File: config.mk
export PLATFORM = sky130hd
export DESIGN_NAME = seq_multi_adder
export DESIGN_NICKNAME = d
export VERILOG_FILES = /design/src/rtl/seq_multi_adder.sv
export SDC_FILE = /design/constraint.sdc
export NUM_CORES = 1
export LEC_CHECK = 0
export BUFFER_PORTS_ARGS = -buffer_cell sky130_fd_sc_hd__buf_2
export CAP_MARGIN = 25
export CORE_ASPECT_RATIO = 0.5
export CORE_MARGIN = 2
export CORE_UTILIZATION = 30
export CTS_CLUSTER_DIAMETER = 200
export DETAILED_ROUTE_END_ITERATION = 8
export GPL_TIMING_DRIVEN = 0
export PLACE_DENSITY = 0.51
export SLEW_MARGIN = 0
export SYNTH_ARGS = -nofsm -noshare
export SYNTH_HDL_FRONTEND = slang
export SYNTH_SLANG_ARGS = --single-unit
File: constraint.sdc
create_clock -name clk -period 8.1 [get_ports clk]
set_input_delay 1.62 -clock clk [delete_from_list [all_inputs] [get_ports clk]]
set_output_delay 1.62 -clock clk [all_outputs]
set_load 0.05 [all_outputs]
File: src/rtl/seq_multi_adder.sv
// -----------------------------------------------------------------------------
// seq_multi_adder
//   Multi-operand add/subtract engine. A go pulse in IDLE captures N_OPS
//   operands, a per-operand subtract mask and a signed/unsigned mode. The
//   operands are then accumulated one per cycle, op0 first. A registered,
//   full-precision two's-complement result is presented together with a
//   one-cycle done pulse.
//
// Parameters
//   WIDTH  operand width in bits (2..32)
//   N_OPS  operands per operation (2..16)
//   RW     result width, WIDTH+$clog2(N_OPS)+1 (derived, not overridable)
//
// Ports
//   clk          rising-edge clock
//   rst          asynchronous active-high reset
//   go           start request, only sampled in IDLE
//   op_in        flat operand bus, operand i = op_in[i*WIDTH +: WIDTH]
//   sub_mask     bit i set: subtract operand i, clear: add operand i
//   signed_mode  1: sign-extend operands, 0: zero-extend operands
//   busy         high whenever the engine is not IDLE
//   done         one-cycle pulse in the DONE state
//   sum          registered result, RW bits two's complement
//   sum_valid    high from done until the next accepted go
// -----------------------------------------------------------------------------
module seq_multi_adder #(
    parameter int WIDTH = 8,
    parameter int N_OPS = 4,
    localparam int RW   = WIDTH + $clog2(N_OPS) + 1
) (
    input  logic                   clk,
    input  logic                   rst,
    input  logic                   go,
    input  logic [N_OPS*WIDTH-1:0] op_in,
    input  logic [N_OPS-1:0]       sub_mask,
    input  logic                   signed_mode,
    output logic                   busy,
    output logic                   done,
    output logic [RW-1:0]          sum,
    output logic                   sum_valid
);

    localparam int IW = (N_OPS > 1) ? $clog2(N_OPS) : 1;
    localparam logic [IW-1:0] LAST_IDX = IW'(N_OPS - 1);

    typedef enum logic [1:0] {
        S_IDLE = 2'd0,
        S_ACC  = 2'd1,
        S_DONE = 2'd2
    } state_t;

    state_t                 state_reg;
    state_t                 state_next;

    logic [N_OPS*WIDTH-1:0] op_reg;
    logic [N_OPS-1:0]       mask_reg;
    logic                   mode_reg;
    logic [IW-1:0]          idx_reg;
    logic [RW-1:0]          acc_reg;
    logic [RW-1:0]          sum_reg;
    logic                   sum_valid_reg;

    logic [RW-1:0]          ext_op [N_OPS];
    logic [RW-1:0]          cur_op;
    logic                   cur_sub;
    logic [RW-1:0]          acc_next;
    logic                   last_op;

    // Extend every captured operand to the full result width up front, so the
    // accumulate step only needs a mux and a single adder/subtractor.
    generate
        for (genvar gi = 0; gi < N_OPS; gi++) begin : g_ext
            assign ext_op[gi] = mode_reg
                ? {{(RW-WIDTH){op_reg[gi*WIDTH + WIDTH - 1]}}, op_reg[gi*WIDTH +: WIDTH]}
                : {{(RW-WIDTH){1'b0}}, op_reg[gi*WIDTH +: WIDTH]};
        end
    endgenerate

    // Explicit compare-mux rather than a direct array index: when N_OPS is not
    // a power of two, idx_reg can encode values that have no operand behind them.
    always_comb begin
        cur_op  = '0;
        cur_sub = 1'b0;
        for (int i = 0; i < N_OPS; i++) begin
            if (idx_reg == IW'(i)) begin
                cur_op  = ext_op[i];
                cur_sub = mask_reg[i];
            end
        end
    end

    // Intermediate values may wrap modulo 2^RW; RW is wide enough that the
    // final sum is always exact.
    assign acc_next = cur_sub ? (acc_reg - cur_op) : (acc_reg + cur_op);
    assign last_op  = (idx_reg == LAST_IDX);

    // Next-state logic.
    always_comb begin
        state_next = state_reg;
        case (state_reg)
            S_IDLE: begin
                if (go) begin
                    state_next = S_ACC;
                end
            end
            S_ACC: begin
                if (last_op) begin
                    state_next = S_DONE;
                end
            end
            S_DONE: begin
                state_next = S_IDLE;
            end
            default: begin
                state_next = S_IDLE;
            end
        endcase
    end

    always_ff @(posedge clk or posedge rst) begin
        if (rst) begin
            state_reg <= S_IDLE;
        end else begin
            state_reg <= state_next;
        end
    end

    // Datapath: capture, accumulate and publish the result.
    always_ff @(posedge clk or posedge rst) begin
        if (rst) begin
            op_reg        <= '0;
            mask_reg      <= '0;
            mode_reg      <= 1'b0;
            idx_reg       <= '0;
            acc_reg       <= '0;
            sum_reg       <= '0;
            sum_valid_reg <= 1'b0;
        end else begin
            case (state_reg)
                S_IDLE: begin
                    if (go) begin
                        op_reg        <= op_in;
                        mask_reg      <= sub_mask;
                        mode_reg      <= signed_mode;
                        acc_reg       <= '0;
                        idx_reg       <= '0;
                        sum_valid_reg <= 1'b0;
                    end
                end
                S_ACC: begin
                    acc_reg <= acc_next;
                    idx_reg <= idx_reg + IW'(1);
                    if (last_op) begin
                        sum_reg       <= acc_next;
                        sum_valid_reg <= 1'b1;
                    end
                end
                default: begin
                end
            endcase
        end
    end

    assign busy      = (state_reg != S_IDLE);
    assign done      = (state_reg == S_DONE);
    assign sum       = sum_reg;
    assign sum_valid = sum_valid_reg;

endmodule
# ---- Word-level counts from Yosys, hierarchy flattened
# Cells that the tools add are included.
dict set report word_totals {
  reg_bits 64
  latchBits 0
  mem_bits_rw 0
  romBits 0
  in_bits 40
  out_inout_bits 14
  word_cells 50
  mem_count 0
}
dict set report classes {
  add_sub_neg 3
  mul 0
  n_div 0
  order_cmp 0
  eq_ne 7
  shifts 0
  muxes 23
  n_bitwise 0
  n_reduce_logical 9
}
# operator count
set op_table {}
lappend op_table {{$mux 11} 10}
lappend op_table {{$pmux 11 s2} 1}
lappend op_table {{$add 11x11->11} 1}
lappend op_table {{$sub 11x11->11} 1}
lappend op_table {{$pmux 2 s2} 2}
lappend op_table {{$reduce_and 2->1} 4}
lappend op_table {{$eq 2x2->1 const B} 3}
lappend op_table {{$mux 1} 6}
lappend op_table {{$mux 2} 3}
lappend op_table {{$eq 2x1->1 const B} 2}
lappend op_table {{$logic_not 2->1} 2}
lappend op_table {{$ne 2x2->1 const B} 2}
lappend op_table {{$reduce_bool 2->1} 2}
lappend op_table {{$reduce_and 3->1} 1}
lappend op_table {{$add 2x1->2 const B} 1}
lappend op_table {{$pmux 1 s2} 1}

# ---- Logic depth before layout (Yosys ltp)
dict set report depth {
  depth_word 8
  ltp_mapped 20
  depth_no_buf 18
}

# ---- Worst setup path after synthesis
# Ideal clock, no wire load.
dict set report synth_timing {
  path_kind {register -> register}
  startpoint {register idx_reg[1]}
  endpoint {register sum_reg[10] (netlist: sum[10])}
  setup_time_ns 0.125
  t_arrival_ns 3.655
  required_ns 7.975
  slack_ns 4.320
  path_stages_with_launch 20
  path_buffers 2
  period_less_slack_ns 3.780
  cell_sequence {dfrtp_1 -> inv_1 -> ha_1 -> buf_2 -> buf_6 -> nor2b_1 -> a221oi_1 -> nor3_1 -> a21oi_1 -> ha_1 -> inv_1 -> o31ai_1 -> xnor2_1 -> ha_1 -> and2_0 -> o21ai_0 -> nand3_1 -> a41oi_1 -> xnor3_1 -> mux2_4}
}
dict set report synth_via {
  elab_chain_cells 7
  elab_cells_between_ends 16
  cone_classes {2 x add/sub; 3 x eq/ne; 9 x mux; 2 x reduce/logical}
}
# element line
set synth_lines {}
lappend synth_lines {{from (decl)} 58} ;# logic [IW-1:0] idx_reg;
lappend synth_lines {{from (signal assigned)} 152} ;# idx_reg <= idx_reg + IW'(1);
lappend synth_lines {{$logic_not 2->1} 85} ;# if (idx_reg == IW'(i)) begin
lappend synth_lines {{$mux 11 (4 in series)} 85}
lappend synth_lines {{$add 11x11->11 / $sub 11x11->11 (equally long branches)} 94} ;# assign acc_next = cur_sub ? (acc_reg - cur_op) : (acc_reg + cur_op);
lappend synth_lines {{$mux 11} 94}
lappend synth_lines {{to (signal assigned)} 154} ;# sum_reg <= acc_next;
lappend synth_lines {{to (decl)} 60} ;# logic [RW-1:0] sum_reg;
# Parallel ways exist; a longest one is shown, timed or not.
# A chain may end at the register's enable or synchronous reset.

# ---- Worst setup path after layout
# Same ends and word-level chain as after synthesis.

==> results.toml <==
[worst_setup_path]
setup.worst_path.start_class = "register"
crit_type = "reg2reg"
r2r_slack_ps = 3650
slowest_stage = "dfrtp_1"
path_buf_inv = 4
timing.rr.start = "idx_reg[1]"
r2r-end = "sum[10]"
arrival_ps = 4670
cp_top_family = "compound AO/OA/AOI/OAI gates"
critPathMostFrequentCell = "ha_1"
cp_slowest_stage_delay_ps = 400
crit_fanout = 10
crit_chain = "inv_1, ha_1, buf_2, buf_6, nor2b_1, a221oi_1, nor3_1, a21oi_1, ha_1, inv_1, o31ai_1, xnor2_1, ha_1, and2_0, o21ai_0, nand3_1, a41oi_1, xnor3_1, mux2_4"
required_ps = 8320
r2r_cells = 19
end_kind = "register"

[layout]
final_layout_size_suffix_gt1_share_pct = 16.6
nets = 535
layout_commonest_cell = "nand2_1"
nFillCells = 1238
synthToLayoutAreaGrowth_pct = 21.0
layout_common_cells = "nand2_1 (151), dfrtp_1 (64), buf_2 (55)"
regArea_sq_um = 1600
multiInputGateArea_sq_um = 1770
diodes = 0
largest_register_ffs = 32
fin_util_pct = 38.0

[min_path]
holdCritPathClass = "reg2reg"
holdCritStartpoint = "sum_valid"
hold_depth = 2
hold_path_end = "sum_valid"

[sta]
skew_ps = 2.65
rsz0062_at_grt = "no"
finalCriticalPeriod_ps = 4450
holdWs_ps = 467
slew_headroom_pct = 45.7
setup_viol = 0
fin_ws_ps = 3650
setup_tns_ps = 0
hold_viol = 0
drv_slew = 0
period_share_pct = 55.0
tightest_slew_ps = 815
fmax_ghz = 0.225

[clock_tree]
clockRootBuffer = "clkbuf_16"
cts.htree.levels = 3
clk_pin_slew_ps = 50
cts_buffers = 9
ctsHoldBuffers = 0
cts_resized = 0
clockBufferDepth = 2
clock-sinks = 64
clock_latency_ps = 330
post-cts-setup-buffers = 0
tritoncts = "done"

[outcome]
status = "finished, final reports clean"

[route]
wl_mm = 8.72
wl_per_cell_um = 13.6
first_iter_violations = 159
vias_per_cell = 4.50
ant_nets = 0
drtPass1Iterations = 4
via_count = 2883
route.detailed.drc = 0

[yosys]
yosysWarnings = 0
synthCells = 415
ys_ff_latch = 64
syn_nets = 471
netlist_area_sq_um = 3520
yosysUniqueCellTypes = 52
post_synth.cell_area_avg_sq_um = 8.49
yosysSeqAreaShare_pct = 45.4

[floorplan]
fp-row-count = 27
start_util_pct = 31.4
core_sq_um = 11200
die_h_um = 80.6
ios = 54
dieArea_sq_um = 12700
fp.dieW_um = 157

[global_route]
first_global_vias = 2894
gr-usage-all-layers_pct = 15.1
grt_pass1_wl_mm = 14.5
grt_antenna_before_repair = 0
grt_max_degree = 65
overflow = 0

[placement]
gp_congestion = 0.841
hpwlAfterDp_mm = 6.45
numPortBuffers = 53
place_ws_ps = 3630

[job]
max-cap-violations = 0
[synth_stat cells, drive strengths merged]
cell,instances,share of area [%]
nand2,152,16
dfrtp,64,45
o21ai,28,4.1
nand3,16,2.3
ha,15,5.3
clkbuf,13,1.4
inv,12,1.3
nor2b,11,2.0
nor2,10,1.1
a21oi,8,1.1
buf,7,1.6
xnor2,7,1.7
o211ai,6,1.3
and2,5,0.89
nand2b,5,0.89
nor3,5,0.71
o31ai,5,1.1
a31oi,4,0.71
xor2,4,0.99
a211oi,3,0.64
a221oi,3,0.75
nand3b,3,0.64
o21a,3,0.64
a211o,2,0.50
a21o,2,0.46
a22oi,2,0.43
and2b,2,0.43
mux2,2,0.75
mux2i,2,0.57
a21boi,1,0.21
a222oi,1,0.28
a41oi,1,0.25
and3,1,0.18
fa,1,0.57
nand4,1,0.35
nor3b,1,0.21
o2111ai,1,0.25
o211a,1,0.28
o31a,1,0.25
or2b,1,0.21
or3,1,0.18
or3b,1,0.25
xnor3,1,0.64
[worst max-delay path by stage]
stage | cells after the start | startpoint | to | slack (ps)
finish | 19 | idx_reg[1] | sum[10] | 3650
CTS | 19 | idx_reg[1] | sum[10] | 3600
detailed placement | 19 | idx_reg[1] | sum[10] | 3630
global route | 19 | idx_reg[1] | sum[10] | 3150
global placement | 19 | idx_reg[1] | sum[10] | 3630
floorplan | 19 | idx_reg[1] | sum[10] | 4320
[worst reg2reg max path, delay by kind of cell (launching register included)]
kind | cells | cell delay (ps)
and+or+nand+nor | 4 | 440
buffers and inverters | 4 | 530
DFF | 1 | 400
AOI/OAI and AO/OA | 5 | 1520
adders and majority gates | 3 | 720
muxes | 1 | 260
xor gates and xnor gates | 2 | 460
[kinds of logic (layout without fill, tap and decap cells)]
logic type	Yosys count	after routing	share of synthesized area [%]
AOI/OAI and AO/OA	72	72	13.2
xor gates and xnor gates	12	12	3.37
adders and majority gates	16	16	5.89
buffers and inverters	32	99	4.22
DFF	64	64	45.4
muxes	4	4	1.31
and+or+nand+nor	215	215	26.6
[final cells by class]
type	count	area share, %
Timing Repair Buffer	53	6.22
Clock buffer	14	6.42
Sequential cell	64	37.5
Multi-Input combinational cell	319	41.6
Buffer	20	2.43
Inverter	12	1.11
Tap cell	159	4.66
[routing by layer]
layer	share of wire, %	global-route usage, %	vias to the layer above
li1	-	-	1505
met1	53	20.9	1325
met2	42	22.5	44
met3	3.8	3.94	9
met4	1.4	6.18	0
met5	0	0	-
[metrics by stage]
| stage | std cells | instance area (sq um) |
|---|---|---|
| after floorplan | 415 | 3520 |
| after global placement | 627 | 3990 |
| after detailed placement | 627 | 3990 |
| after CTS | 641 | 4270 |
| after global routing | 641 | 4270 |
| final | 641 | 4270 |
Power is not shown: default switching activity piles up to over one toggle a cycle in this logic, so the estimate is an artifact.
